### src/rtl/prog_counter_ip.sv
// prog_counter_ip: programmable up/down counter with limit, terminal modes, prescaler, tc and done flags
module prog_counter_ip #(
  parameter int WIDTH          = 16,
  parameter int PRESCALE_WIDTH = 8
) (
  input  logic                      clk_i,
  input  logic                      reset_n,
  input  logic                      clear_i,
  input  logic                      load_i,
  input  logic [WIDTH-1:0]          load_value_i,
  input  logic                      enable_i,
  input  logic                      dir_i,
  input  logic [1:0]                mode_i,
  input  logic [WIDTH-1:0]          limit_i,
  input  logic [PRESCALE_WIDTH-1:0] prescale_i,
  output logic [WIDTH-1:0]          count_o,
  output logic                      tc_o,
  output logic                      done_o
);
  localparam logic [WIDTH-1:0]          CNT_ONE = {{(WIDTH-1){1'b0}}, 1'b1};
  localparam logic [PRESCALE_WIDTH-1:0] PRE_ONE = {{(PRESCALE_WIDTH-1){1'b0}}, 1'b1};
  logic [WIDTH-1:0]          count_q, count_d;
  logic [PRESCALE_WIDTH-1:0] pre_q, pre_d;
  logic                      tc_q, tc_d, done_q, done_d;
  logic                      hit, tick, at_term, sat, one_shot;
  assign hit      = pre_q == prescale_i;
  assign tick     = enable_i && hit;
  assign at_term  = dir_i ? (count_q == '0) : (count_q == limit_i);
  assign sat      = mode_i == 2'b01;
  assign one_shot = mode_i == 2'b10;
  // Next state: clear beats load beats tick; a finished one-shot swallows ticks
  always_comb begin
    pre_d   = enable_i ? (hit ? '0 : pre_q + PRE_ONE) : pre_q;
    count_d = count_q;
    tc_d    = 1'b0;
    done_d  = done_q;
    if (tick && !(one_shot && done_q)) begin
      if (!at_term) count_d = dir_i ? count_q - CNT_ONE : count_q + CNT_ONE;
      else begin
        tc_d    = 1'b1;
        count_d = (sat || one_shot) ? count_q : (dir_i ? limit_i : '0);
        done_d  = done_q | one_shot;
      end
    end
    if (clear_i || load_i) begin
      count_d = clear_i ? '0 : load_value_i;
      pre_d   = '0;
      tc_d    = 1'b0;
      done_d  = 1'b0;
    end
  end
  // State registers, asynchronously cleared
  always_ff @(posedge clk_i or negedge reset_n) begin
    if (!reset_n) begin
      count_q <= '0;
      pre_q   <= '0;
      tc_q    <= 1'b0;
      done_q  <= 1'b0;
    end else begin
      count_q <= count_d;
      pre_q   <= pre_d;
      tc_q    <= tc_d;
      done_q  <= done_d;
    end
  end
  assign count_o = count_q;
  assign tc_o    = tc_q;
  assign done_o  = done_q;
endmodule

### config.mk
export PLATFORM = sky130hd
export DESIGN_NAME = prog_counter_ip
export DESIGN_NICKNAME = d
export VERILOG_FILES = /design/src/rtl/prog_counter_ip.sv
export SDC_FILE = /design/constraint.sdc
export NUM_CORES = 1
export LEC_CHECK = 0
export BUFFER_PORTS_ARGS = -buffer_cell sky130_fd_sc_hd__buf_4
export CAP_MARGIN = 20
export CORE_MARGIN = 2
export CORE_UTILIZATION = 50
export CTS_CLUSTER_SIZE = 16
export DETAILED_ROUTE_END_ITERATION = 10
export MAX_ROUTING_LAYER = met4
export PLACE_DENSITY_LB_ADDON = 0.25
export RECOVER_POWER = 100
export SLEW_MARGIN = 20
export SYNTH_ARGS = -nofsm -noshare
export SYNTH_HDL_FRONTEND = slang
export SYNTH_SLANG_ARGS = --single-unit
### constraint.sdc
create_clock -name clk_i -period 4.2 [get_ports clk_i]
set_clock_uncertainty 0.15 [all_clocks]
set_input_delay 0.84 -clock clk_i [delete_from_list [all_inputs] [get_ports clk_i]]
set_output_delay 0.84 -clock clk_i [all_outputs]
set_load 0.02 [all_outputs]
Word-level counts from Yosys, hierarchy flattened
Cells that the tools add are included.
{ "totals": {"reg_bits": 26, "in_bits": 48, "out_inout_bits": 18, "elab_cells": 42} }
{ "classes": {"addsub": 3, "eq_ne": 5, "mux": 17, "n_bitwise": 1, "n_reduce_logical": 12} }
{ "ops": {"columns": ["op", "n"], "rows": [
  ["$mux 16", 7],
  ["$mux 8", 3],
  ["$add 16x1->16 const B", 1],
  ["$eq 16x16->1", 1],
  ["$logic_not 16->1", 1],
  ["$sub 16x1->16 const B", 1],
  ["$add 8x1->8 const B", 1],
  ["$eq 8x8->1", 1],
  ["$mux 1", 7],
  ["$reduce_bool 2->1", 3],
  ["$reduce_and 2->1", 2],
  ["$logic_and 1x1->1", 3],
  ["$ne 3x2->1 const B", 1],
  ["$eq 2x1->1 const B", 1],
  ["$eq 2x2->1 const B", 1],
  ["$logic_or 1x1->1", 2],
  ["$logic_not 1->1", 1],
  ["$or 1x1->1", 1]
]} }

Logic depth before layout (Yosys ltp)
{ "logic_depth": {"depth_word": 6, "ltp_mapped": 9, "ltp_nobuf": 9} }

Worst setup path before layout
Ideal clock, no wire load.
{ "synth_timing": {"kind": "input -> register", "start": "input dir_i", "end": "register count_q[12] (netlist: count_o[12])", "setup_time_ns": 0.133, "arrival_time_ns": 2.664, "required_time_ns": 3.917, "path_slack_ns": 1.254, "stages": 9, "n_path_buf": 0, "cell_sequence": "fa_1 -> a211oi_1 -> nor2_1 -> o31a_1 -> o41ai_2 -> o21bai_1 -> a21oi_1 -> xor2_1 -> o211ai_1"} }
{ "synth_between": {"elab_chain_len": 5, "word_cells_on_any_way": 9, "cone_classes": "1 x eq/ne; 7 x mux; 1 x reduce/logical"} }
{ "synth_lines": {"columns": ["item", "line", "source"], "rows": [
  ["from (decl)", "12", "input logic dir_i,"],
  ["$mux 16 (2 in series)", "41", "count_d = (sat || one_shot) ? count_q : (dir_i ? limit_i : '0);"],
  ["$mux 16", "38", "if (!at_term) count_d = dir_i ? count_q - CNT_ONE : count_q + CNT_ONE;"],
  ["$mux 16", "37", "if (tick && !(one_shot && done_q)) begin"],
  ["$mux 16", "45", "if (clear_i || load_i) begin"],
  ["to (signal assigned)", "60", "count_q <= count_d;"],
  ["to (decl)", "22", "logic [WIDTH-1:0] count_q, count_d;"]
]} }
Several ways; a longest one is shown, not always the timed one. The select of a mux whose other input is x is not followed.
A chain may end at the register's enable or synchronous reset.

Worst setup path in the final report
{ "layout_timing": {"start": "input dir_i", "end": "register count_q[14] (netlist: count_o[14])"} }
Same word-level chain as after synthesis.

==> results_dict.tcl <==
set metrics [dict create \
    synth_seq_area_share_pct 27.1 \
    gp_congestion 0.867 \
    final_cell_area_um2 2880 \
    area_growth_pct 20.0 \
    dpl_worst_slack_ps 866 \
    ys_ff_latch 26 \
    finalCriticalPeriod_ps 3230 \
    core_um2 4660 \
    clk_path_buf_depth 2 \
    cp_data_required_time_ps 4250 \
    status "complete, no violations" \
    grt_pass1_vias 2235 \
    cts_hold_buffers 0 \
    netlist_area_um2 2400 \
    crit_arrival_ps 3290 \
    synth_warnings 0 \
    wl_met2_um 3330 \
    rrSetupSlack_ps 1270 \
    grt_overflow 0 \
    relSlewSlack_pct 1.75 \
    max_cap_viol_count 0 \
    setup_ws_ps 967 \
    wl_um 6510 \
    clk_latency_ps 270 \
    cts_sinks 26 \
    initial_utilization_pct 51.5 \
    wl_met1_um 2820 \
    dpl.hpwl_um 5120 \
    nNetsFinal 412 \
    synth_fp_nets 346 \
    worstSetupEndpointType "register" \
    synth_edf_count 0 \
    async_reset_ff_share_pct 100 \
    ios 66 \
    remaining_drc_errors 0 \
    first_pass_iters 4 \
    vias 2433 \
    grt_pass1_wl_um 10400 \
    antenna_found_initial 0 \
    numCtsBuffers 3 \
    die_h_um 73.3 \
    postSynthCellCount 281 \
    dieArea_um2 5370 \
    diodes 0 \
    cts_setup_buffers 0 \
    powerDensity_nw_per_um2 299 \
    setup_viol_count_final 0 \
    worstMarginPinSlew_ps 1470 \
    clockRootBuffer "clkbuf_8" \
    p_leak_nw 1.25 \
    dieWidth_um 73.3 \
    critPathKind "input pin to register" \
    syn_area_per_cell_um2 8.54 \
    critPathMaxFanout 17 \
    fp-row-count 25 \
    ys.flop_type "dfrtp_1" \
    fill_cells 427 \
    drv_slew 0 \
    synthDistinctLibCells 56 \
    top_layer "met4" \
    startpoint_type "input pin" \
    clock.fmax_ghz 0.309 \
    cts-resized-gates 0 \
    tns_ps 0 \
    wl_met3_um 260 \
    ir_drop_mv 0.143 \
    cts_tree "yes" \
    first_iter_violations 110 \
    clk_pin_slew_ps 90 \
    hp-class "register to register" \
    place_area_um2 2940 \
    grt_usage_pct 25.5 \
    drtAntennaViolNets 0 \
    via_per_inst 6.10 \
    multi_input_area_um2 1660 \
    hold_viol 0 \
    detail_route.wl_per_cell_um 16.3 \
    period_share_pct 77.0 \
    seq_area_um2 651 \
    htree_levels 1 \
    rsz0062_at_grt "no" \
    drive_gt1_share_pct 18.8 \
    grt_max_degree 27 \
    portBuffers 65 \
]
## kinds of logic (layout without fill, tap and decap cells)
logic type,Yosys count,count (layout),synth area share (%)
flip-flops,26,26,27.1
buffers and inverters,13,77,2.76
AND/OR/NAND/NOR,101,101,22.2
adder cells (fa/ha/maj),17,17,9.17
multiplexers,3,3,1.25
AO/OA/AOI/OAI,87,87,25.1
XOR/XNOR,34,34,12.4
## power breakdown
group	internal, mW	leakage, nW	switching [mW]	total, mW
registers	0.273	0.339	0.0430	0.316
logic	0.181	0.889	0.219	0.400
clock network	0.0645	0.0216	0.0806	0.145
## synthesized netlist by cell type (2+ instances only)
master	instances	area (um2)
nand3_1	5	25.0
or3_1	2	12.5
nor4_1	4	25.0
a31oi_1	14	87.6
nor2_1	33	124
o211ai_1	2	15.0
a22o_1	4	35.0
o21a_1	3	22.5
a21oi_1	14	70.1
a21o_1	3	22.5
and3_1	5	31.3
nor2b_1	3	18.8
mux2i_1	3	30.0
o21bai_1	5	37.5
ha_1	16	200
o21ai_1	3	15.0
nand2_1	21	78.8
inv_1	6	22.5
nand4_1	6	37.5
a211o_1	2	17.5
nor3_1	5	25.0
a22oi_1	12	90.1
clkbuf_1	3	11.3
nor3b_1	4	30.0
buf_2	2	10.0
dfrtp_1	26	651
nand3b_1	2	15.0
xor2_1	4	35.0
o21ai_0	10	50.1
buf_6	2	22.5
a21o_2	3	26.3
xnor2_1	30	263
## through the flow
step           total power, mW  util [%]  instances  hold slack [ps]
2_1_floorplan            0.600         -        281              365
3_3_place_gp             0.741      63.1        396              375
3_5_place_dp             0.749      63.1        396              383
4_1_cts                  0.892      64.0        399              330
5_1_grt                  0.912      61.8        399              421
6_report                 0.861      61.8        399              402
## final timing paths
path | from | to | cells after the start
max in group asynchronous | reset_n | pre_q[2]$_DFFE_PN0P_ | 1
min in group asynchronous | reset_n | count_o[3]$_DFFE_PN0P_ | 1
max reg2reg | count_o[0]$_DFFE_PN0P_ | count_o[14]$_DFFE_PN0P_ | 9
max | dir_i | count_o[14]$_DFFE_PN0P_ | 10
min | done_o$_DFFE_PN0P_ | done_o$_DFFE_PN0P_ | 1
min reg2reg | done_o$_DFFE_PN0P_ | done_o$_DFFE_PN0P_ | 1
## placed cells by master, fill, tap and decap left out, types with 3 or more instances in the layout
master / n
mux2i_1: 3
a21o_2: 3
ha_1: 16
a22o_1: 4
a21o_1: 3
dfrtp_1: 26
nor2b_1: 3
buf_4: 48
nor3b_1: 4
a21oi_1: 15
a22oi_1: 12
o21ai_0: 12
clkbuf_1: 19
nor2_1: 33
nor3_1: 5
nand4_1: 6
nand3_1: 5
xor2_1: 4
o21a_1: 3
nand2_1: 21
inv_1: 6
o21bai_1: 5
clkbuf_8: 3
and3_1: 6
nor4_1: 4
a31oi_1: 14
xnor2_1: 30
## area by class of cell
| cell class | count | share of cell area, % |
|---|---|---|
| tap | 54 | 2.35 |
| inverter | 6 | 0.782 |
| timing repair buffer | 68 | 15.2 |
| sequential | 26 | 22.6 |
| clock buffer | 3 | 1.43 |
| multi-input combinational | 242 | 57.6 |
## sequential cells by signal, summed over array words and instances, names as in the netlist
name	count
count_o	16
pre_q	8
done_o	1
tc_o	1
## routing by layer
metal | GRT usage, % | up-vias
met3 | 2.06 | 9
met1 | 32.0 | 1180
li1 | - | 1174
met2 | 44.0 | 70
met4 | 7.07 | 0
met5 | - | -
## worst max-delay path, cell delays in order
cell	delay (ps)
buf_4	190
fa_1	490
a211oi_1	260
nor2_1	100
o31a_1	280
o41ai_1	460
o21ai_0	200
xor2_1	190
nand3b_1	90
a31oi_1	180
No activity file was read; power rests on OpenSTA's default activity.
